**src/rtl/sio_pkg.sv**
```systemverilog
// rtl/sio_pkg.sv - shared serial IO link constants and TX framer state type
package sio_pkg;

  localparam int          SIO_NIBBLE_W    = 4;
  localparam int          SIO_CNT_W       = 4;
  localparam logic [3:0]  SIO_IDLE_NIBBLE = 4'hF;
  localparam logic        SIO_START_BIT   = 1'b0;

  typedef enum logic [1:0] {
    ST_IDLE = 2'd0,
    ST_LEAD = 2'd1,
    ST_SEND = 2'd2,
    ST_GAP  = 2'd3
  } sio_tx_state_t;

endpackage

```
**src/rtl/sio_tx_framer_if.sv**
```systemverilog
// rtl/sio_tx_framer_if.sv - write handshake and line-side signals of the TX framer
interface sio_tx_framer_if #(
  parameter int NB = 40
);
  import sio_pkg::*;

  logic                    wvalid;
  logic                    wready;
  logic [NB-1:0]           wdata;
  logic [SIO_NIBBLE_W-1:0] td;
  logic                    t;
  logic                    busy;
  logic                    frame_done;

  modport master (
    output wvalid, wdata,
    input  wready, td, t, busy, frame_done
  );

  modport slave (
    input  wvalid, wdata,
    output wready, td, t, busy, frame_done
  );

endinterface

```
**src/rtl/sio_tx_sr.sv**
```systemverilog
// rtl/sio_tx_sr.sv - start-bit/payload shift register with ones fill, registered nibble out
module sio_tx_sr
  import sio_pkg::*;
#(
  parameter int NB = 40
) (
  input  logic                    c,
  input  logic                    r,
  input  logic                    i_load,
  input  logic                    i_send,
  input  logic [NB-1:0]           i_data,
  output logic [SIO_NIBBLE_W-1:0] o_td
);

  logic [NB:0]             r_sr;
  logic [SIO_NIBBLE_W-1:0] r_td;

  // Present the top nibble while sending, idle ones otherwise; shift in ones every cycle
  always_ff @(posedge c) begin
    if (!r) begin
      r_sr <= '1;
      r_td <= SIO_IDLE_NIBBLE;
    end else begin
      r_td <= i_send ? r_sr[NB -: SIO_NIBBLE_W] : SIO_IDLE_NIBBLE;
      if (i_load) begin
        r_sr <= {SIO_START_BIT, i_data};
      end else begin
        r_sr <= {r_sr[NB-SIO_NIBBLE_W:0], SIO_IDLE_NIBBLE};
      end
    end
  end

  assign o_td = r_td;

endmodule

```
**src/rtl/sio_tx_framer.sv**
```systemverilog
// rtl/sio_tx_framer.sv - nibble-rate TX framer: holding register, lead-in, frame, gap
module sio_tx_framer
  import sio_pkg::*;
#(
  parameter int NB   = 40,
  parameter int LEAD = 2,
  parameter int GAP  = 3
) (
  input  logic           c,
  input  logic           r,
  sio_tx_framer_if.slave bus
);

  localparam logic [SIO_CNT_W-1:0] LEAD_LOAD = SIO_CNT_W'(LEAD - 1);
  localparam logic [SIO_CNT_W-1:0] GAP_LOAD  = SIO_CNT_W'(GAP - 1);
  localparam logic [SIO_CNT_W-1:0] SEND_LOAD = SIO_CNT_W'(NB / 4);

  sio_tx_state_t           r_state;
  logic [SIO_CNT_W-1:0]    r_cnt;
  logic                    r_hv;
  logic [NB-1:0]           r_hd;
  logic                    r_t;
  logic                    r_fd;
  logic                    w_xfer;
  logic                    w_load;
  logic                    w_send;
  logic                    w_cnt_zero;
  logic [SIO_NIBBLE_W-1:0] w_td;

  assign w_cnt_zero = (r_cnt == '0);
  assign w_xfer     = bus.wvalid && bus.wready;
  // The holding word moves to the shifter at the end of lead-in, or straight out of a gap
  assign w_load     = ((r_state == ST_LEAD) && w_cnt_zero) ||
                      ((r_state == ST_GAP) && w_cnt_zero && r_hv);
  assign w_send     = (r_state == ST_SEND);

  // Outputs lag the state by one cycle; counters pace lead-in, frame and gap
  always_ff @(posedge c) begin
    if (!r) begin
      r_state <= ST_IDLE;
      r_cnt   <= '0;
      r_hv    <= 1'b0;
      r_hd    <= '0;
      r_t     <= 1'b1;
      r_fd    <= 1'b0;
    end else begin
      r_t  <= (r_state == ST_IDLE);
      r_fd <= w_send && w_cnt_zero;
      case (r_state)
        ST_IDLE: begin
          if (r_hv) begin
            r_state <= ST_LEAD;
            r_cnt   <= LEAD_LOAD;
          end
        end
        ST_LEAD: begin
          if (w_cnt_zero) begin
            r_state <= ST_SEND;
            r_cnt   <= SEND_LOAD;
          end else begin
            r_cnt <= r_cnt - 1'b1;
          end
        end
        ST_SEND: begin
          if (w_cnt_zero) begin
            r_state <= ST_GAP;
            r_cnt   <= GAP_LOAD;
          end else begin
            r_cnt <= r_cnt - 1'b1;
          end
        end
        ST_GAP: begin
          if (w_cnt_zero) begin
            if (r_hv) begin
              r_state <= ST_SEND;
              r_cnt   <= SEND_LOAD;
            end else begin
              r_state <= ST_IDLE;
            end
          end else begin
            r_cnt <= r_cnt - 1'b1;
          end
        end
        default: r_state <= ST_IDLE;
      endcase
      if (w_load) begin
        r_hv <= 1'b0;
      end
      if (w_xfer) begin
        r_hv <= 1'b1;
        r_hd <= bus.wdata;
      end
    end
  end

  sio_tx_sr #(.NB(NB)) u_sr (
    .c      (c),
    .r      (r),
    .i_load (w_load),
    .i_send (w_send),
    .i_data (r_hd),
    .o_td   (w_td)
  );

  assign bus.wready     = r && !r_hv;
  assign bus.busy       = (r_state != ST_IDLE) || r_hv;
  assign bus.td         = w_td;
  assign bus.t          = r_t;
  assign bus.frame_done = r_fd;

endmodule
```
**src/flat_wrapper.sv**
```systemverilog
// flat-port wrapper written by rule: the top's interface ports become plain ports
module sio_tx_framer_flat import sio_pkg::*;
#(
  parameter int NB   = 40,
  parameter int LEAD = 2,
  parameter int GAP  = 3
)
  (c, r, bus_wvalid, bus_wdata, bus_wready, bus_td, bus_t, bus_busy, bus_frame_done);
  sio_tx_framer_if #(.NB(NB)) bus_i ();
  input  logic c;
  input  logic r;
  input wire logic [$bits(bus_i.wvalid)-1:0] bus_wvalid;
  input wire logic [$bits(bus_i.wdata)-1:0] bus_wdata;
  output wire logic [$bits(bus_i.wready)-1:0] bus_wready;
  output wire logic [$bits(bus_i.td)-1:0] bus_td;
  output wire logic [$bits(bus_i.t)-1:0] bus_t;
  output wire logic [$bits(bus_i.busy)-1:0] bus_busy;
  output wire logic [$bits(bus_i.frame_done)-1:0] bus_frame_done;
  assign bus_i.wvalid = bus_wvalid;
  assign bus_i.wdata = bus_wdata;
  assign bus_wready = bus_i.wready;
  assign bus_td = bus_i.td;
  assign bus_t = bus_i.t;
  assign bus_busy = bus_i.busy;
  assign bus_frame_done = bus_i.frame_done;
  sio_tx_framer #(.NB(NB), .LEAD(LEAD), .GAP(GAP)) u_core (.c(c), .r(r), .bus(bus_i));
endmodule
```
**config.mk**
```make
export PLATFORM = sky130hd
export DESIGN_NAME = sio_tx_framer_flat
export DESIGN_NICKNAME = d
export VERILOG_FILES = /design/src/rtl/sio_pkg.sv /design/src/rtl/sio_tx_framer_if.sv /design/src/rtl/sio_tx_sr.sv /design/src/rtl/sio_tx_framer.sv /design/src/flat_wrapper.sv
export SDC_FILE = /design/constraint.sdc
export NUM_CORES = 1
export LEC_CHECK = 0
export CORE_MARGIN = 3
export CORE_UTILIZATION = 54
export DETAILED_ROUTE_END_ITERATION = 6
export PLACE_DENSITY = 0.79
export SLEW_MARGIN = 20
export SYNTH_ARGS = -nofsm -noshare
export SYNTH_HDL_FRONTEND = slang
export SYNTH_SLANG_ARGS = --single-unit
```
**constraint.sdc**
```tcl
create_clock -name c -period 2 [get_ports c]
set_input_delay 0.4 -clock c [delete_from_list [all_inputs] [get_ports c]]
set_output_delay 0.4 -clock c [all_outputs]
set_load 0.02 [all_outputs]
```
==> flow_summary.toml, run 1 <==
[run_status]
outcome = "complete, no violations"

[final_layout]
layoutNonFillerInstCount = 534
area.growth.synth_to_final_pct = 18.64
final_design_area_no_fill_um2 = 4380
fin_nets = 497
drive_gt1_share_pct = 11.38
postLayoutCoreUtil_pct = 67.44
antennaDiodeCount = 0

[placed_design]
placed_cells = 518
gp_routability_congestion = 0.8606
placement.setup.worst_slack_ns = 0.2096
port_buffers = 50
dpl_cell_area_um2 = 4199
dp_hpwl_um = 4597

[grt]
globalRouteTotalUtil_pct = 19.25
number_of_antenna_violations_at_the_first_check_in_global_routing = 0
grt_start_max_net_pins = 81
globalRouteOverflowTotal = 0
grt_pass1_vias = 2625
grt_first_pass_wirelength_um = 11700

[setup_path]
path_class = "register to output pin"
arrival_ns = 1.48
worstPathRequired_ns = 1.60
setup.worst_path.start_class = "register"
crit_path_end_kind = "output pin"
crit_path_max_fanout = 9

[yosys]
post_synth_instance_area_um2 = 3692
synth_adder_area_share_pct = 0.6777
synth_async_sr_flop_share_pct = 0
synth-edff-count = 0
synth_cell_types = 43
mappedNetlistNets = 459
yosys.area.top_type_share_pct = 50.97
register_bit_total_from_synthesis = 94
synth_top_family_by_area = "simple AND/OR/NAND/NOR gates"
synth_cells = 414
simple_gate_share_of_the_synthesized_area_pct = 24.40
synth-xor-area-share_pct = 0
synth.mux.area_fraction_pct = 0.2711
synth.area.top_cells = "dfxtp_1 (51%), nand3_1 (12%), o21ai_0 (10%)"
synthFlopType = "dfxtp_1"
synthesis.area_per_instance_um2 = 8.919
synth.largest_area_cell = "dfxtp_1"
yosys_warnings = 0
synth-compound-area-share_pct = 13.69
synth.yosys.seq_area_share_pct = 50.97

[cts]
clk_root_buffer_cell = "clkbuf_8"
clock_latency_ns = 0.36
htree_num_levels = 3
numCtsBuffers = 9
clkSinkCount = 94
cts_hold_buf = 0
clock_tree.buffer_depth = 2
cts_tree = "done"
cts.reportedPaths.clkPinSlew_ns = 0.08

[floorplan]
top_level_ports = 51
width_of_the_die_um = 88.69
fp.dieArea_um2 = 7866
die_y_um = 88.69
fp-row-count = 29
floorplan.initialDensity_pct = 56.85
placeable_core_region_um2 = 6495

[pwr]
pwr_density_cell_nw_per_um2 = 1227
max-vdd-ir-drop_uv = 559.5
power.clock.fraction_pct = 22.1
cellInternalPower_mw = 3.629
comb_power_share_pct = 31.7
power_frac_seq_pct = 46.2
power.static_leakage_nw = 1.697
switching_share_pct = 32.48
total_design_power_mw = 5.375
power.net_switching_mw = 1.746

[sta]
final_slew_violations = 0
timing_hold_violations_final = 0
fin_ws_ns = 0.1171
finalWorstPathRequiredPeriod_ns = 1.883
finalSetupViolations = 0
clock_skew_ns = 0.005887
hold-worst-slack_ns = 0.4237
unrepaired_setup_endpoints_after_global_routing = "false"
totalNegativeSetupSlack_ns = 0
period_share_pct = 94.15
tightest_slew_ns = 0.5274
max_slew_margin_pct = 64.84
achievable-frequency_ghz = 0.5311

[drt]
route.detailed.wl_per_inst_um = 13.08
dr.first_iter.drc_count = 155
via_total_after_detailed_routing = 2874
via_per_inst = 5.382
totalWireLength_um = 6985
drc = 0
antenna_violating_nets_post_route = 0
dr.pass1.iters = 4

[flow_run]
cap_violations = 0

[worst_hold_path]
min-delay-path-class = "register to register"
-- final timing paths --
check                                       start                              end  slack, ns  cells after the start
setup / recovery         u_core.r_hv$_SDFFE_PN0P_                         bus_busy       0.12                      2
hold / removal    u_core.u_sr.r_sr[38]$_SDFF_PN1_   u_core.u_sr.o_td[1]$_SDFF_PN1_       0.42                      1
setup reg to reg     u_core.r_cnt[0]$_SDFFE_PN0P_  u_core.u_sr.r_sr[37]$_SDFF_PN1_       0.25                      6
hold reg to reg   u_core.u_sr.r_sr[38]$_SDFF_PN1_   u_core.u_sr.o_td[1]$_SDFF_PN1_       0.42                      1
-- synthesized netlist by cell type, types with 3 or more instances --
cell type,n
o21ai_1,3
nand3_1,92
nor2_1,5
or3_1,4
buf_6,4
clkbuf_1,13
o21ai_0,74
dfxtp_1,94
nand3b_1,5
buf_2,11
nand2_1,7
inv_1,43
nand3_2,20
buf_4,4
-- metal layers --
| layer | global-route usage, % | vias to the layer above | wire length, um |
|---|---|---|---|
| met5 | 0 | - | 0 |
| met4 | 10.30 | 0 | 93 |
| met3 | 3.352 | 9 | 290 |
| met2 | 32.73 | 53 | 3451 |
| met1 | 23.07 | 1325 | 3150 |
| li1 | - | 1487 | - |
-- cell usage in the layout, fill, tap and decap left out, types with 7 or more instances in the layout --
cell             synthesis  routed
nand3_1                 92      92
nand3_2                 20      20
clkdlybuf4s50_1          0      47
clkbuf_8                 0       9
nand2_1                  7       7
inv_1                   43      43
buf_4                    4      11
o21ai_0                 74      74
dfxtp_1                 94      94
-- state kept, by name, indices dropped and copies added, names as in the netlist --
| name | count |
|---|---|
| u_core.u_sr.r_sr | 41 |
| u_core.r_hd | 40 |
| u_core.r_cnt | 4 |
| u_core.u_sr.o_td | 4 |
| u_core.r_state | 2 |
| u_core.bus.frame_done | 1 |
| u_core.bus.t | 1 |
| u_core.r_hv | 1 |
-- critical path: stages, from the launching register on --
cell and delay, ns:
dfxtp_1 0.41, or3_4 0.40, dlygate4sd2_1 0.33
-- final cells by class --
type,count,area (um2)
clock buffer,13,138.9
clock inverter,3,45.04
fill,534,2115
inverter,43,161.4
multi-input combinational,241,1441
sequential,94,1882
tap,77,96.34
timing repair buffer,63,615.6
-- kinds of logic after synthesis --
family,after synthesis
AND/OR/NAND/NOR,147
buffers and inverters,79
multiplexers,1
adder cells (fa/ha/maj),2
AO/OA/AOI/OAI,91
flip-flops,94
-- power groups by stage --
stage               sequential (mW)  combinational, mW  clock (mW)
floorplan                      2.50               1.33           0
global placement               2.51               1.67           0
detailed placement             2.52               1.72           0
CTS                            2.48               1.71        1.22
global route                   2.53               1.90        1.31
finish                         2.48               1.70        1.19
-- repair_timing --
action,4_1_cts,5_1_grt
setup buffers,0,0
resized for setup,2,0
setup endpoints to repair,2,0
(Power assumes the default switching activity.)
==> run 2: changes to the inputs <==
CORE_UTILIZATION = 55   (was 54)
PLACE_DENSITY = 0.8   (was 0.79)
clock period = 2.35 ns   (was 2 ns; I/O delays follow)
==> run 2 against run 1 <==
Effect of this change:
- routed wire length shrank 0.79%
- sequential share of layout area grew 0.55 points
- worst hold slack lost 0.0025 ns
- clock power shrank 22%
- design area shrank 1.3%
- global-route usage shrank 0.34 points
- critical path type unchanged
==> flow_summary.toml, run 2 (synthesis gave the netlist of run 1 again) <==
[run_status]
outcome = "complete, no violations"

[setup_path]
reg2regPathDepth = 5
path_class = "register to output pin"
crit_path_end_kind = "output pin"
worstPathCellList = "or3_4 -> clkdlybuf4s50_1"
critPathMaxStageDelay_ns = 0.61
arrival_ns = 1.76
rr_startpoint = "u_core.r_cnt[0]$_SDFFE_PN0P_"
r2r_slack_ns = 0.50
critical_path.reg2reg.endpoint = "u_core.u_sr.r_sr[0]$_SDFF_PN1_"
crit_path_max_fanout = 13
worstPathRequired_ns = 1.88
cp_slowest_cell = "dfxtp_1"
setup.worst_path.start_class = "register"

[drt]
route.detailed.wl_per_inst_um = 13.08
drc = 0
totalWireLength_um = 6930
dr.first_iter.drc_count = 168
via_per_inst = 5.442
dr.pass1.iters = 4
antenna_violating_nets_post_route = 0
via_total_after_detailed_routing = 2884

[worst_hold_path]
min_to = "u_core.u_sr.o_td[0]$_SDFF_PN1_"
hold_path_depth = 1
hold_path_startpoint = "u_core.u_sr.r_sr[37]$_SDFF_PN1_"
min-delay-path-class = "register to register"

[placed_design]
gp_routability_congestion = 0.7939
dp_hpwl_um = 4483
port_buffers = 50

[floorplan]
top_level_ports = 51
width_of_the_die_um = 87.94
fp.dieArea_um2 = 7733
fp-row-count = 29
placeable_core_region_um2 = 6422
floorplan.initialDensity_pct = 57.49
die_y_um = 87.94

[cts]
htree_num_levels = 3
clock_latency_ns = 0.35
clkSinkCount = 94
cts.reportedPaths.clkPinSlew_ns = 0.09
post-cts-setup-buffers = 0
cts_hold_buf = 0
cts_tree = "done"
clock_tree.buffer_depth = 2
numCtsBuffers = 9
cts-resized-gates = 0
clk_root_buffer_cell = "clkbuf_8"

[final_layout]
n_fill_cell = 545
largest_registers_ranked_by_flip_flop_count = "u_core.u_sr.r_sr: 41 flops, u_core.r_hd: 40 flops"
layout_commonest_cell = "dfxtp_1"
postLayoutCoreUtil_pct = 67.35
most_used_cells_in_the_layout_excluding_fill_and_tap_cells = "dfxtp_1 (94), nand3_1 (92), o21ai_0 (74)"
antennaDiodeCount = 0
fin_nets = 493
drive_gt1_share_pct = 10.82
max_flop_register = "u_core.u_sr.r_sr"
area.growth.synth_to_final_pct = 17.15
largest_reg_flops = 41

[sta]
period_share_pct = 95.10
finalWorstPathRequiredPeriod_ns = 2.235
timing_hold_violations_final = 0
tightest_slew_ns = 0.5227
final_slew_violations = 0
totalNegativeSetupSlack_ns = 0
unrepaired_setup_endpoints_after_global_routing = "false"
clock_skew_ns = 0.009036
achievable-frequency_ghz = 0.4475
max_slew_margin_pct = 65.07
hold-worst-slack_ns = 0.4212
finalSetupViolations = 0

[flow_run]
cap_violations = 0

[pwr]
pwr_density_cell_nw_per_um2 = 1026
power.static_leakage_nw = 1.664
max-vdd-ir-drop_uv = 444.8

[grt]
grt_first_pass_wirelength_um = 11600
number_of_antenna_violations_at_the_first_check_in_global_routing = 0
grt_start_max_net_pins = 81
globalRouteTotalUtil_pct = 18.92
grt_pass1_vias = 2735
globalRouteOverflowTotal = 0
[run 2: cell count changes in the layout (fill, tap and decap cells not counted), sizes merged]
cell and change:
buf -4, dlygate4sd2 -2, bufinv -1, clkinv +1
clkdlybuf4s50 +2
[run 2: per-layer routing]
layer,GRT usage [%],part of all wire [%],wire length (um)
met5,0,0,0
met4,9.344,2.0,140
met3,3.293,3.5,242
met2,33.63,50,3433
met1,21.80,45,3113
[run 2: power breakdown]
part           total (mW)  leakage, nW  switching (mW)  internal, mW
clock network       0.932       0.0796           0.518         0.414
registers            2.16        0.772           0.187          1.97
logic                1.35        0.812           0.772         0.576
[run 2: how the worst max path moves through the flow]
stage	from	endpoint	slack [ns]	depth (start not counted)
2_1_floorplan	r	bus_wready	0.84	2
3_3_place_gp	r	bus_wready	0.42	3
3_5_place_dp	r	bus_wready	0.43	3
4_1_cts	u_core.r_state[0]$_SDFFE_PN0P_	bus_busy	0.09	2
5_1_grt	u_core.r_state[0]$_SDFFE_PN0P_	bus_busy	0.04	2
6_report	u_core.r_state[0]$_SDFFE_PN0P_	bus_busy	0.12	2
[run 2: area by class of cell]
cell class | instances | area, um2 | area share (%)
clock buffers | 13 | 148.9 | 3.442
clock inverters | 3 | 20.02 | 0.4628
inverters | 43 | 161.4 | 3.732
multi-input cells | 241 | 1441 | 33.32
flip-flops and latches | 94 | 1882 | 43.51
well taps | 77 | 96.34 | 2.227
repair buffers | 59 | 575.6 | 13.31
[run 2: stage by stage]
step	total power, mW	instance area, um2	worst slack (ns)	instances
5_1_grt	4.724	4325	0.04120	530
2_1_floorplan	3.259	3692	0.8442	414
4_1_cts	4.464	4325	0.09419	530
6_report	4.438	4325	0.1152	530
3_5_place_dp	3.545	4156	0.4283	514
3_3_place_gp	3.492	4156	0.4244	514
[run 2: worst max-delay path, delay by kind of cell (launching register included)]
family                 cells  cell delay [ns]
DFF                        1             0.61
buffers and inverters      1             0.59
and+or+nand+nor            1             0.21
